`src/rtl/pc_pkg.sv`:
```
// Shared encodings for the program counter: FSM states and next-PC source selector.
package pc_pkg;

  typedef enum logic [1:0] {
    S_INICIO = 2'd0,
    S_EXEC   = 2'd1,
    S_PARADO = 2'd2
  } pc_state_e;

  typedef enum logic [2:0] {
    SRC_HOLD  = 3'd0,
    SRC_RESET = 3'd1,
    SRC_SEQ   = 3'd2,
    SRC_ALVO  = 3'd3,
    SRC_TOPO  = 3'd4
  } pc_src_e;

endpackage

```
`src/rtl/pilha_retorno.sv`:
```
// Return-address LIFO: push/pop/clear with occupancy count; full/empty are
// decoded from the count so the caller can decide what an illegal access means.
module pilha_retorno #(
  parameter int ADDR_WIDTH  = 13,
  parameter int STACK_DEPTH = 8,
  parameter int CNT_W       = $clog2(STACK_DEPTH + 1)
) (
  input  logic                  clk,
  input  logic                  rst,
  input  logic                  push,
  input  logic                  pop,
  input  logic                  clear,
  input  logic [ADDR_WIDTH-1:0] din,
  output logic [ADDR_WIDTH-1:0] top,
  output logic [CNT_W-1:0]      count,
  output logic                  full,
  output logic                  empty
);

  localparam int IDX_W = (STACK_DEPTH > 1) ? $clog2(STACK_DEPTH) : 1;

  logic [ADDR_WIDTH-1:0] mem_q [STACK_DEPTH];
  logic [CNT_W-1:0]      count_q, count_d;
  logic [CNT_W-1:0]      top_cnt;

  assign full    = (count_q == CNT_W'(STACK_DEPTH));
  assign empty   = (count_q == '0);
  assign count   = count_q;
  assign top_cnt = empty ? '0 : (count_q - CNT_W'(1));
  assign top     = mem_q[top_cnt[IDX_W-1:0]];

  always_comb begin
    count_d = count_q;
    if (clear) begin
      count_d = '0;
    end else if (push && !full) begin
      count_d = count_q + CNT_W'(1);
    end else if (pop && !empty) begin
      count_d = count_q - CNT_W'(1);
    end
  end

  always_ff @(posedge clk) begin
    if (rst) begin
      count_q <= '0;
    end else begin
      count_q <= count_d;
    end
  end

  // Storage carries no reset; only the count decides which entries are live.
  always_ff @(posedge clk) begin
    if (push && !full && !clear) begin
      mem_q[count_q[IDX_W-1:0]] <= din;
    end
  end

endmodule

```
`src/rtl/modulo_pc_pilha.sv`:
```
// Program counter with return-address stack, stall, and halt/loop control.
// Instrucao is the registered PC; next PC picks hold/reset/seq/target/stack-top.
module modulo_pc_pilha
  import pc_pkg::*;
#(
  parameter int ADDR_WIDTH  = 13,
  parameter int STACK_DEPTH = 8,
  parameter int RESET_ADDR  = 0,
  parameter int INCR        = 1
) (
  input  logic                               Clock,
  input  logic                               Reset,
  input  logic                               PCFunct,
  input  logic                               jump,
  input  logic                               call,
  input  logic                               ret,
  input  logic [ADDR_WIDTH-1:0]              Alvo,
  input  logic                               halt,
  input  logic                               loop_enable,
  output logic [ADDR_WIDTH-1:0]              Instrucao,
  output logic                               program_finished,
  output logic [$clog2(STACK_DEPTH+1)-1:0]   stack_count,
  output logic                               stack_overflow,
  output logic                               stack_underflow
);

  localparam int                    CNT_W  = $clog2(STACK_DEPTH + 1);
  localparam logic [ADDR_WIDTH-1:0] RST_PC = ADDR_WIDTH'(RESET_ADDR);
  localparam logic [ADDR_WIDTH-1:0] INC_PC = ADDR_WIDTH'(INCR);

  pc_state_e             state_q, state_d;
  pc_src_e               src;
  logic [ADDR_WIDTH-1:0] pc_q, pc_d, pc_seq, stk_top;
  logic                  ovf_q, ovf_d, unf_q, unf_d;
  logic                  push, pop, clear, full, empty;
  logic [CNT_W-1:0]      cnt;

  // Wraps naturally at 2**ADDR_WIDTH; the same value is what a call pushes.
  assign pc_seq = pc_q + INC_PC;

  pilha_retorno #(
    .ADDR_WIDTH (ADDR_WIDTH),
    .STACK_DEPTH(STACK_DEPTH),
    .CNT_W      (CNT_W)
  ) u_pilha (
    .clk  (Clock),
    .rst  (Reset),
    .push (push),
    .pop  (pop),
    .clear(clear),
    .din  (pc_seq),
    .top  (stk_top),
    .count(cnt),
    .full (full),
    .empty(empty)
  );

  always_comb begin
    state_d = state_q;
    src     = SRC_HOLD;
    push    = 1'b0;
    pop     = 1'b0;
    clear   = 1'b0;
    ovf_d   = ovf_q;
    unf_d   = unf_q;
    if (PCFunct) begin
      if (halt && (state_q != S_PARADO)) begin
        if (loop_enable) begin
          src     = SRC_RESET;
          clear   = 1'b1;
          state_d = S_EXEC;
        end else begin
          state_d = S_PARADO;
        end
      end else begin
        unique case (state_q)
          S_INICIO: state_d = S_EXEC;
          S_EXEC: begin
            if (ret) begin
              if (!empty) begin
                src = SRC_TOPO;
                pop = 1'b1;
              end else begin
                src   = SRC_SEQ;
                unf_d = 1'b1;
              end
            end else if (call) begin
              src = SRC_ALVO;
              if (!full) begin
                push = 1'b1;
              end else begin
                ovf_d = 1'b1;
              end
            end else if (jump) begin
              src = SRC_ALVO;
            end else begin
              src = SRC_SEQ;
            end
          end
          S_PARADO: begin
            if (halt && loop_enable) begin
              src     = SRC_RESET;
              clear   = 1'b1;
              state_d = S_EXEC;
            end
          end
          default: begin
            src     = SRC_RESET;
            state_d = S_INICIO;
          end
        endcase
      end
    end
  end

  always_comb begin
    pc_d = pc_q;
    unique case (src)
      SRC_RESET: pc_d = RST_PC;
      SRC_SEQ:   pc_d = pc_seq;
      SRC_ALVO:  pc_d = Alvo;
      SRC_TOPO:  pc_d = stk_top;
      default:   pc_d = pc_q;
    endcase
  end

  always_ff @(posedge Clock) begin
    if (Reset) begin
      state_q <= S_INICIO;
      pc_q    <= RST_PC;
      ovf_q   <= 1'b0;
      unf_q   <= 1'b0;
    end else begin
      state_q <= state_d;
      pc_q    <= pc_d;
      ovf_q   <= ovf_d;
      unf_q   <= unf_d;
    end
  end

  assign Instrucao        = pc_q;
  assign program_finished = (state_q == S_PARADO);
  assign stack_count      = cnt;
  assign stack_overflow   = ovf_q;
  assign stack_underflow  = unf_q;

endmodule

```
`config.mk`:
```
export PLATFORM = sky130hd
export DESIGN_NAME = modulo_pc_pilha
export DESIGN_NICKNAME = d
export VERILOG_FILES = /design/src/rtl/pc_pkg.sv /design/src/rtl/pilha_retorno.sv /design/src/rtl/modulo_pc_pilha.sv
export SDC_FILE = /design/constraint.sdc
export NUM_CORES = 1
export LEC_CHECK = 0
export CAP_MARGIN = 20
export CORE_AREA = 2 2 103 105
export CTS_CLUSTER_SIZE = 8
export DETAILED_ROUTE_END_ITERATION = 10
export DIE_AREA = 0 0 105 107
export PLACE_DENSITY = 0.74
export SYNTH_ARGS = -nofsm -noshare
export SYNTH_HDL_FRONTEND = slang
export SYNTH_SLANG_ARGS = --single-unit
export TNS_END_PERCENT = 1
```
`constraint.sdc`:
```
create_clock -name Clock -period 4.9 [get_ports Clock]
set_clock_uncertainty 0.1 [all_clocks]
set_input_delay 0.735 -clock Clock [delete_from_list [all_inputs] [get_ports Clock]]
set_output_delay 0.735 -clock Clock [all_outputs]
set_load 0.02 [all_outputs]
```
After elaboration in Yosys (flattened, before gate mapping)
Memories as Yosys holds them, arrays and structs flattened.
Index checks and enable logic that the tools add are counted.
{"block": "word_totals", "regBits": 21, "output_inout_bits": 20, "mem_count": 1, "ramBits": 104}
{"name": "u_pilha.mem_q", "depth": 8, "width": 13, "rd": 1, "rd_clocked_by_memory_dff": 0, "wr": 1, "line_no": "pilha_retorno.sv:22", "rtl": "logic [ADDR_WIDTH-1:0] mem_q [STACK_DEPTH];"}
{"block": "op_classes", "muxes": 35, "bitwise": 2, "eq_ne": 10, "n_reduce_logical": 16, "n_addsub": 3}
{"op": "$pmux 13 s4", "n": 1}
{"op": "$mux 1", "n": 22}
{"op": "$mux 3", "n": 5}
{"op": "$add 13x1->13 const B", "n": 1}
{"op": "$pmux 3 s3", "n": 1}
{"op": "$mux 4", "n": 2}
{"op": "$eq 3x2->1 const B", "n": 2}
{"op": "$mux 2", "n": 3}
{"op": "$pmux 2 s3", "n": 1}
{"op": "$reduce_and 6->1", "n": 1}
{"op": "$logic_and 1x1->1", "n": 5}
{"op": "$reduce_and 5->1", "n": 1}
{"op": "$add 4x1->4 const B", "n": 1}
{"op": "$eq 4x4->1 const B", "n": 1}
{"op": "$logic_not 4->1", "n": 1}
{"op": "$ne 2x2->1 const B", "n": 2}
{"op": "$reduce_bool 4->1", "n": 1}
{"op": "$sub 4x1->4 const B", "n": 1}
{"op": "$eq 3x1->1 const B", "n": 1}
{"op": "$eq 3x3->1 const B", "n": 1}
{"op": "$logic_not 1->1", "n": 3}
{"op": "$ne 3x1->1 const B", "n": 1}
{"op": "$reduce_and 3->1", "n": 1}
{"op": "$eq 2x1->1 const B", "n": 1}
{"op": "other kinds (5)", "n": 6}

Logic depth before layout (Yosys ltp)
Gate-level depths: netlist of the first run.
{"block": "depth", "ltp_word": 11, "ltp_mapped": 12, "ltp_nobuf": 7}

Modules after synthesis
Synthesis of the first run repeated with hierarchy kept, for this count alone.
{"block": "unflattened", "cells_unflattened": 362, "hier_area_um2": 5416.4}
{"module": "pilha_retorno", "n_inst": 1, "area_per_inst_um2": 4289.1, "seq_area_each_um2": 3203.1, "cells_per_inst": 225}
{"module": "modulo_pc_pilha", "n_inst": 1, "area_per_inst_um2": 1127.3, "seq_area_each_um2": 340.3, "cells_per_inst": 137}

Worst setup path before layout of the first run
Ideal clock, no wire load.
{"block": "synth_timing", "path_kind": "register to register", "startpoint": "reg u_pilha.count_q[0] (netlist: u_pilha.count[0])", "endpoint": "mem u_pilha.mem_q[0][0], enable pin", "t_required_ps": 4383, "path_stages_with_launch": 10, "slack_ps": 1109, "synth_period_minus_slack_ps": 3791, "arrival_time_ps": 3274, "path_cell_list": "dfxtp_1 -> buf_2 -> inv_1 -> buf_4 -> buf_2 -> ha_1 -> buf_4 -> nand3b_1 -> nand3_1 -> nor4_1"}
{"block": "synth_via", "elab_chain_cells": 11}
{"element": "from (decl)", "line_no": "pilha_retorno.sv:23", "rtl": "logic [CNT_W-1:0] count_q, count_d;"}
{"element": "from (signal assigned)", "line_no": "pilha_retorno.sv:47", "rtl": "count_q <= count_d;"}
{"element": "$eq 4x4->1", "line_no": "pilha_retorno.sv:26", "rtl": "assign full = (count_q == CNT_W'(STACK_DEPTH));"}
{"element": "$mux 1", "line_no": "modulo_pc_pilha.sv:89", "rtl": "if (!full) begin"}
{"element": "$mux 1", "line_no": "modulo_pc_pilha.sv:87", "rtl": "end else if (call) begin"}
{"element": "$mux 1", "line_no": "modulo_pc_pilha.sv:79", "rtl": "if (ret) begin"}
{"element": "$mux 1", "line_no": "modulo_pc_pilha.sv:76", "rtl": "unique case (state_q)"}
{"element": "$mux 1", "line_no": "modulo_pc_pilha.sv:67", "rtl": "if (halt && (state_q != S_PARADO)) begin"}
{"element": "$mux 1", "line_no": "modulo_pc_pilha.sv:66", "rtl": "if (PCFunct) begin"}
{"element": "$logic_and 1x1->1 (2 in series)", "line_no": "pilha_retorno.sv:53", "rtl": "if (push && !full && !clear) begin"}
{"element": "$mux 1", "line_no": "pilha_retorno.sv:53"}
{"element": "$mux 1 (not written as such)", "line_no": "pilha_retorno.sv:54", "rtl": "mem_q[count_q[IDX_W-1:0]] <= din;"}
{"element": "to (decl)", "line_no": "pilha_retorno.sv:22"}
Several ways; a longest one is shown, not always the timed one.

Final worst setup path of the first run
{"block": "layout_timing", "startpoint": "reg u_pilha.count_q[1] (netlist: u_pilha.count[1])", "endpoint": "reg pc_q[9] (netlist: Instrucao[9])"}
{"block": "layout_via", "elab_chain_cells": 8}
{"element": "$logic_not 4->1", "line_no": "pilha_retorno.sv:27", "rtl": "assign empty = (count_q == '0);"}
{"element": "$mux 3", "line_no": "modulo_pc_pilha.sv:80", "rtl": "if (!empty) begin"}
{"element": "$mux 3", "line_no": "modulo_pc_pilha.sv:79"}
{"element": "$pmux 3 s3", "line_no": "modulo_pc_pilha.sv:76"}
{"element": "$mux 3", "line_no": "modulo_pc_pilha.sv:67"}
{"element": "$mux 3", "line_no": "modulo_pc_pilha.sv:66"}
{"element": "$eq 3x3->1, or another cell as far along", "line_no": "modulo_pc_pilha.sv:118", "rtl": "unique case (src)"}
{"element": "$pmux 13 s4 or $reduce_bool 4->1 (tied branches)"}
{"element": "to (signal assigned)", "line_no": "modulo_pc_pilha.sv:135", "rtl": "pc_q <= pc_d;"}
{"element": "to (decl)", "line_no": "modulo_pc_pilha.sv:33", "rtl": "logic [ADDR_WIDTH-1:0] pc_q, pc_d, pc_seq, stk_top;"}
Several ways; a longest one is shown, not always the timed one.
A chain may end at the register's enable or synchronous reset.

==> results.toml, run 1 <==
[power_and_ir_drop]
peakVddDrop_uv = 434.1
p_leak_nw = 2.288
p_total_mw = 2.552
cellPowerDensity_nw_per_um2 = 383.2

[finish]
fin_cells = 590
seq_area_um2 = 3543
layout_common_cells = "edfxtp_1 (104), clkdlybuf4s50_1 (40), dfxtp_1 (21)"
area_growth_pct = 22.18
drive_gt1_frac = 0.1630
nNetsFinal = 465
multiInputGateArea_um2 = 1799
n_antenna_cell = 0
layout_commonest_cell = "edfxtp_1"
fin_util = 0.6598
nFillCells = 743

[cts]
cts_tree = "yes"
cts.clk_slew.worst_paths_ns = 0.06
clk_latency_ns = 0.52
numCtsBuffers = 17
postCtsSetupRepairBufs = 0
hold_buffers = 0
cts_max_path_buffers = 2
cts.sinks = 125
ctsResizeCount = 0
cts-root-buf = "clkbuf_8"
h-tree-depth = 4

[synthesis]
synth_cell_types = 60
syn_area_um2 = 5450
synthFlopType = "edfxtp_1"
synth-xor-area-share = 0.01125
synth.area.mux_share = 0.07622
synth-compound-area-share = 0.1150
synth_top_family_by_area = "simple AND/OR/NAND/NOR gates"
yosys.area_share.simple = 0.1159
synth_area_per_cell_um2 = 14.01
syn_inst = 389
synthAdderAreaFrac = 0.006887
ys_warn_count = 0
synth-seq-cells = 125
synth_seq_area_share = 0.6501
synth_nets = 413
async_flop_share = 0
synth_edf_count = 104

[drt]
drt_iter0_markers = 468
wirelength_mm = 13.96
drc = 0
ant_nets = 0
via_per_inst = 6.393
vias = 3772
firstDrtPassIters = 6
wl_per_cell_um = 23.66

[min_path]
hold_path_class = "reg2reg"
hold_depth = 2
min_from = "stack_underflow"
min_to = "stack_underflow"

[setup_path]
regToRegEndpoint = "Instrucao[9]"
critPathMaxFanout = 13
critical_path_arrival_ns = 3.63
crit_type = "reg2reg"
r2r_slack_ns = 1.52
crit_chain = "inv_1, ha_1, nor3b_2, buf_4, nor2_2, mux4_2, a22oi_1, a21oi_1"
end_kind = "flop"
cp-start-kind = "flop"
cp.required_ns = 5.15
worstReg2RegStart = "u_pilha.count[1]"
r2r_cells = 8
cpPeakStageDelay_ns = 0.81
slowest_stage = "nor2_2"

[floorplanning]
boundaryPins = 41
die_w_um = 105
rows = 37
die-area_um2 = 11240
start_util = 0.5400
die_h_um = 107
coreArea_um2 = 10090

[place]
io_buffer_count = 40
dp_cells = 558
place.gp.congestion = 0.8301
pre_cts_ws_ns = 1.466
dpl.hpwl_mm = 8.833

[sta]
setup_violations = 0
slew_violations = 0
period_share = 0.6906
period_needed_ns = 3.384
rsz0062_at_grt = "no"
tightest_slew_ns = 1.075
hold_viol_final = 0
fin_ws_ns = 1.516
relSlewSlack = 0.2811
setup_tns_ns = 0
fmax_ghz = 0.2955

[run]
cap_violations = 0

[status]
status = "completed"

[global_route]
grt_pass1_wl_mm = 21.49
grt-ovfl-total = 0
antenna_found_initial = 0
grt_pass1_vias = 3797
grt_max_degree = 31
grt_usage = 0.2633
worst max-delay path: cells and delay by family, from the launching register on:
kind / cells / cell delay [ns]
AO/OA/AOI/OAI: 2 / 0.30
adder cells (fa/ha/maj): 1 / 0.31
buffers and inverters: 2 / 0.35
flip-flops: 1 / 0.52
multiplexers: 1 / 0.62
AND/OR/NAND/NOR: 2 / 1.01
Yosys cell counts (all sizes together), types with 5 or more instances:
cell,n,share of area
clkbuf,6,0.0041
a221oi,5,0.0080
xor2,6,0.0096
a222oi,5,0.0092
nor2,20,0.014
nand3,18,0.019
buf,12,0.015
mux2i,10,0.018
nand2,18,0.013
a31oi,10,0.011
o21ai,17,0.016
inv,8,0.0055
nor3,16,0.015
a22oi,10,0.014
mux4,14,0.058
dfxtp,21,0.077
and2,8,0.0092
or2,5,0.0057
a21oi,18,0.017
edfxtp,104,0.57
state kept, by name, summed over array words and instances (netlist names):
register,cells
Instrucao,13
stack_overflow,1
stack_underflow,1
state_q,2
u_pilha.count,4
u_pilha.mem_q,104
per-layer routing:
layer  global-route usage  wire [um]
met5                    0          0
met4               0.1219        399
met3              0.07842       1310
met2               0.4128       6824
met1               0.3399       5425
worst max path at each step:
stage	to	depth (start not counted)	start
floorplan	u_pilha.mem_q[0][0]	9	u_pilha.count[0]
global placement	u_pilha.mem_q[3][7]	5	halt
detailed placement	u_pilha.mem_q[3][2]	5	halt
CTS	Instrucao[9]	8	u_pilha.count[1]
global route	Instrucao[9]	9	u_pilha.count[0]
finish	Instrucao[9]	8	u_pilha.count[1]
power by group:
| group | total (mW) | internal, mW | switching (mW) |
|---|---|---|---|
| registers | 1.15 | 1.14 | 0.00368 |
| clock network | 1.34 | 0.878 | 0.460 |
| logic | 0.0686 | 0.0306 | 0.0380 |
| total | 2.55 | 2.05 | 0.501 |
final cells by class:
cell class | count | area share
Clock buffer | 18 | 0.06276
Clock inverter | 14 | 0.03232
Inverter | 8 | 0.004510
Multi-Input combinational cell | 238 | 0.2702
Sequential cell | 125 | 0.5321
Tap cell | 136 | 0.02555
Timing Repair Buffer | 51 | 0.07253
cells by family after synthesis:
group / Yosys count
flip-flops: 125
AND/OR/NAND/NOR: 114
AO/OA/AOI/OAI: 90
buffers and inverters: 26
multiplexers: 24
XOR/XNOR: 7
adder cells (fa/ha/maj): 3
stage by stage:
step	cell area (um2)	hold WS, ns
floorplan	5450	0.3839
global placement	6026	0.3563
detailed placement	6026	0.3601
CTS	6659	0.3731
global route	6659	0.3974
finish	6659	0.3666
Note: power is estimated with default switching activity, not from simulation.
==> run 2: changes to the inputs <==
==> constraint.sdc (replaced) <==
create_clock -name Clock -period 3.5 [get_ports Clock]
set_clock_uncertainty 0.1 [all_clocks]
set_input_delay 0.525 -clock Clock [delete_from_list [all_inputs] [get_ports Clock]]
set_output_delay 0.525 -clock Clock [all_outputs]
set_load 0.02 [all_outputs]
==> run 2 against run 1 <==
  * Core utilization grew 0.22 points
  * Highest routed layer unchanged
  * Largest cell class unchanged
  * Worst hold slack better by 0.012 ns
  * Cell count up 1.0%
==> results.toml, run 2 (synthesis results as in run 1) <==
[sta]
setup_violations = 0
fmax_ghz = 0.3425
slew_violations = 0
hold_ws_ns = 0.3785
period_share = 0.8342
tightest_slew_ns = 0.7612
fin_ws_ns = 0.5803
hold_viol_final = 0
rsz0062_at_grt = "no"
relSlewSlack = 0.4908
period_needed_ns = 2.920
setup_tns_ns = 0

[global_route]
grt-ovfl-total = 0
grt_max_degree = 31
grt_pass1_wl_mm = 21.29
grt_usage = 0.2588
grt_pass1_vias = 3681
antenna_found_initial = 0

[finish]
layout_common_cells = "edfxtp_1 (104), clkdlybuf4s50_1 (40), dfxtp_1 (21)"
largest_reg_flops = 104
n_antenna_cell = 0
fin_util = 0.6620
area_growth_pct = 22.59
layout_commonest_cell = "edfxtp_1"
nNetsFinal = 471
drive_gt1_frac = 0.1783
fin_cells = 596
nFillCells = 740
final_area_um2 = 6681

[drt]
via_per_inst = 6.435
drt_iter0_markers = 374
vias = 3835
firstDrtPassIters = 5
ant_nets = 0
wirelength_mm = 14.03
drc = 0
wl_per_cell_um = 23.53

[cts]
clk_latency_ns = 0.53
cts-root-buf = "clkbuf_8"
cts_max_path_buffers = 2
numCtsBuffers = 17
cts.clk_slew.worst_paths_ns = 0.06
h-tree-depth = 4
postCtsSetupRepairBufs = 0
ctsResizeCount = 0
cts.sinks = 125
hold_buffers = 0
cts_tree = "yes"

[floorplanning]
boundaryPins = 41
rows = 37
die-area_um2 = 11240
coreArea_um2 = 10090
die_h_um = 107
die_w_um = 105
start_util = 0.5400

[power_and_ir_drop]
power_frac_seq = 0.458
power.clock.fraction = 0.515
combPwrFrac = 0.027
power.switching_uw = 704.5
cellPowerDensity_nw_per_um2 = 524.3
swShare = 0.2011
p_leak_nw = 2.314
peakVddDrop_uv = 315.5
p_total_mw = 3.503
p_int_mw = 2.799

[setup_path]
end_kind = "flop"
cp-start-kind = "flop"
crit_type = "reg2reg"
critical_path_arrival_ns = 3.21
cp.required_ns = 3.79
critPathMaxFanout = 19

[place]
dpl.hpwl_mm = 8.784
io_buffer_count = 40
placed_cell_area_um2 = 6071
dp_cells = 564
pre_cts_ws_ns = 0.6392
place.gp.congestion = 0.8689

[min_path]
hold_path_class = "reg2reg"

[run]
cap_violations = 0

[status]
status = "completed"
[run 2: area by class of cell]
class / count / area, um2 / area share
inverters: 8 / 30.03 / 0.004494
flip-flops and latches: 125 / 3543 / 0.5303
clock buffers: 18 / 417.9 / 0.06255
well taps: 136 / 170.2 / 0.02547
clock inverters: 14 / 192.7 / 0.02884
repair buffers: 57 / 528.0 / 0.07903
multi-input cells: 238 / 1799 / 0.2693
[run 2: power by group through the flow]
| stage | Clock (mW) | Combinational [mW] | Sequential, mW |
|---|---|---|---|
| 6_report | 1.80 | 0.0961 | 1.60 |
| 5_1_grt | 1.88 | 0.102 | 1.60 |
| 4_1_cts | 1.81 | 0.0952 | 1.60 |
| 3_5_place_dp | 0 | 0.0945 | 1.63 |
| 3_3_place_gp | 0 | 0.0925 | 1.63 |
| 2_1_floorplan | 0 | 0.0446 | 1.64 |
[run 2: worst max-delay path: stages (launching register included)]
cell	delay, ns
dfxtp_1	0.49
inv_1	0.12
ha_1	0.31
nand2b_1	0.31
nand2_2	0.50
mux4_2	0.39
a222oi_1	0.40
a21oi_1	0.14
[run 2: final timing paths]
kind	from	endpoint	slack [ns]	depth (start not counted)
max	u_pilha.count[1]	Instrucao[9]	0.58	7
min	stack_underflow	stack_underflow	0.38	2
max reg2reg	u_pilha.count[1]	Instrucao[9]	0.58	7
min reg2reg	stack_underflow	stack_underflow	0.38	2
[run 2: metal layers]
metal  vias up  wire length (um)  share of wire  track usage
met5         -                 0              0            0
met3        32              1292          0.092      0.06687
li1       1669                 -              -            -
met2       247              6607           0.47       0.3905
met4         0               365          0.026       0.1162
met1      1887              5760           0.41       0.3562
==> run 3: changes to the inputs <==
--- a/config.mk
+++ b/config.mk
@@ -6,10 +6,10 @@
 export NUM_CORES = 1
 export LEC_CHECK = 0
 export CAP_MARGIN = 20
-export CORE_AREA = 2 2 103 105
+export CORE_AREA = 2 2 106 108
 export CTS_CLUSTER_SIZE = 8
 export DETAILED_ROUTE_END_ITERATION = 10
-export DIE_AREA = 0 0 105 107
+export DIE_AREA = 0 0 108 110
 export PLACE_DENSITY = 0.74
 export SYNTH_ARGS = -nofsm -noshare
 export SYNTH_HDL_FRONTEND = slang
==> constraint.sdc (replaced) <==
create_clock -name Clock -period 2.4 [get_ports Clock]
set_clock_uncertainty 0.1 [all_clocks]
set_input_delay 0.36 -clock Clock [delete_from_list [all_inputs] [get_ports Clock]]
set_output_delay 0.36 -clock Clock [all_outputs]
set_load 0.02 [all_outputs]
==> run 3 against run 2 <==
  * Sequential power up 46%
  * Cell count is 5.7% higher
  * Critical path depth stayed put
  * Total power up 47%
  * Flip-flop and latch count did not move
  * First-iteration DRC count grew 34%
  * Non-clock buffer count grew 30
  * Combinational power is 65% higher
  * Critical path type unchanged
  * Critical endpoint is now Instrucao[7]
  * Largest cell class unchanged
==> results.toml, run 3 (synthesis results as in run 1) <==
[setup_path]
cp-start-kind = "flop"
critical_path_arrival_ns = 2.63
critPathMaxFanout = 6
cp-endpoint = "Instrucao[7]"
timing.critical_path.from = "u_pilha.count[1]"
cp.required_ns = 2.70
r2r_cells = 7
end_kind = "flop"
regToRegEndpoint = "Instrucao[7]"
r2r_slack_ns = 0.07
worstReg2RegStart = "u_pilha.count[1]"
crit_type = "reg2reg"

[drt]
wirelength_mm = 13.72
drt_iter0_markers = 500
via_per_inst = 6.138
wl_per_cell_um = 21.78
firstDrtPassIters = 5
drc = 0
ant_nets = 0
vias = 3867

[finish]
final_area_um2 = 7068
drive_gt1_frac = 0.2408
largest_reg_flops = 104
nFillCells = 747
nNetsFinal = 501
layout_common_cells = "edfxtp_1 (104), clkdlybuf4s50_1 (40), buf_4 (40)"
area_growth_pct = 29.68
fin_util = 0.6607
n_antenna_cell = 0
layout_commonest_cell = "edfxtp_1"

[floorplanning]
die_w_um = 108
start_util = 0.5095
die-area_um2 = 11880
rows = 38
die_h_um = 110
boundaryPins = 41
coreArea_um2 = 10700

[global_route]
grt_pass1_wl_mm = 21.16
antenna_found_initial = 0
grt_usage = 0.2483
grt_pass1_vias = 3886
grt-ovfl-total = 0
grt_max_degree = 31

[cts]
cts.sinks = 125
cts_max_path_buffers = 2
cts.clk_slew.worst_paths_ns = 0.06
h-tree-depth = 4
hold_buffers = 0
cts-root-buf = "clkbuf_8"
clk_latency_ns = 0.52
cts_tree = "yes"
numCtsBuffers = 17
postCtsSetupRepairBufs = 0

[place]
place.gp.congestion = 0.9021
placed_cell_area_um2 = 6422
pre_cts_ws_ns = 0.05385
dpl.hpwl_mm = 9.588
io_buffer_count = 40

[run]
cap_violations = 0

[sta]
fin_ws_ns = 0.07314
tightest_slew_ns = 0.6895
hold_viol_final = 0
fmax_ghz = 0.4298
period_needed_ns = 2.327
slew_violations = 0
period_share = 0.9695
setup_violations = 0
rsz0062_at_grt = "yes"
relSlewSlack = 0.5388

[status]
status = "completed"

[power_and_ir_drop]
peakVddDrop_uv = 506.8
cellPowerDensity_nw_per_um2 = 730.0
p_leak_nw = 2.504

[min_path]
hold_path_class = "reg2reg"
## run 3: power breakdown
| group | internal (mW) | switching, mW |
|---|---|---|
| clock network | 1.75 | 0.917 |
| logic | 0.0785 | 0.0802 |
| registers | 2.33 | 0.00752 |
| total | 4.16 | 1.00 |
## run 3: what timing repair did
item                       in CTS  in global routing
hold endpoints to repair        0                  0
gates resized for setup         0                  4
setup endpoints to repair       0                  6
## run 3: final cells by class
cell class / instances / area (um2) / area share
flip-flops and latches: 125 / 3548 / 0.5020
multi-input cells: 238 / 1849 / 0.2616
repair buffers: 87 / 832.0 / 0.1177
clock buffers: 19 / 441.7 / 0.06249
clock inverters: 13 / 188.9 / 0.02673
well taps: 140 / 175.2 / 0.02478
inverters: 8 / 32.53 / 0.004603
## run 3: critical path, cell delays in order, from the launching register on
cell	delay (ns)
dfxtp_1	0.31
inv_1	0.12
ha_1	0.26
or3b_1	0.52
a211oi_2	0.44
nand3_1	0.15
nand3_1	0.20
a31oi_1	0.11
## run 3: per-layer routing
layer  global-route usage  vias to the layer above  wire length (um)
li1                     -                     1746                 -
met1               0.3125                     1935              5592
met2               0.4084                      163              6901
met3              0.06114                       23               891
met4               0.1172                        0               335
met5                    0                        -                 0
## run 3: worst min path at each step
stage / from / end / slack (ns) / depth (start not counted)
after global routing: stack_underflow / stack_underflow / 0.44 / 2
after global placement: stack_underflow / stack_underflow / 0.36 / 2
after detailed placement: stack_underflow / stack_underflow / 0.37 / 2
final: stack_overflow / stack_overflow / 0.39 / 2
after floorplan: PCFunct / state_q[0] / 0.36 / 1
after CTS: stack_overflow / stack_overflow / 0.39 / 2
## run 3: through the flow
stage | std cells | power, mW | hold slack [ns] | setup TNS, ns
2_1_floorplan | 389 | 2.453 | 0.3556 | -12.84
3_3_place_gp | 598 | 2.536 | 0.3616 | 0
3_5_place_dp | 598 | 2.539 | 0.3737 | 0
4_1_cts | 630 | 5.183 | 0.3895 | 0
5_1_grt | 630 | 5.284 | 0.4381 | -0.009772
6_report | 630 | 5.160 | 0.3854 | 0
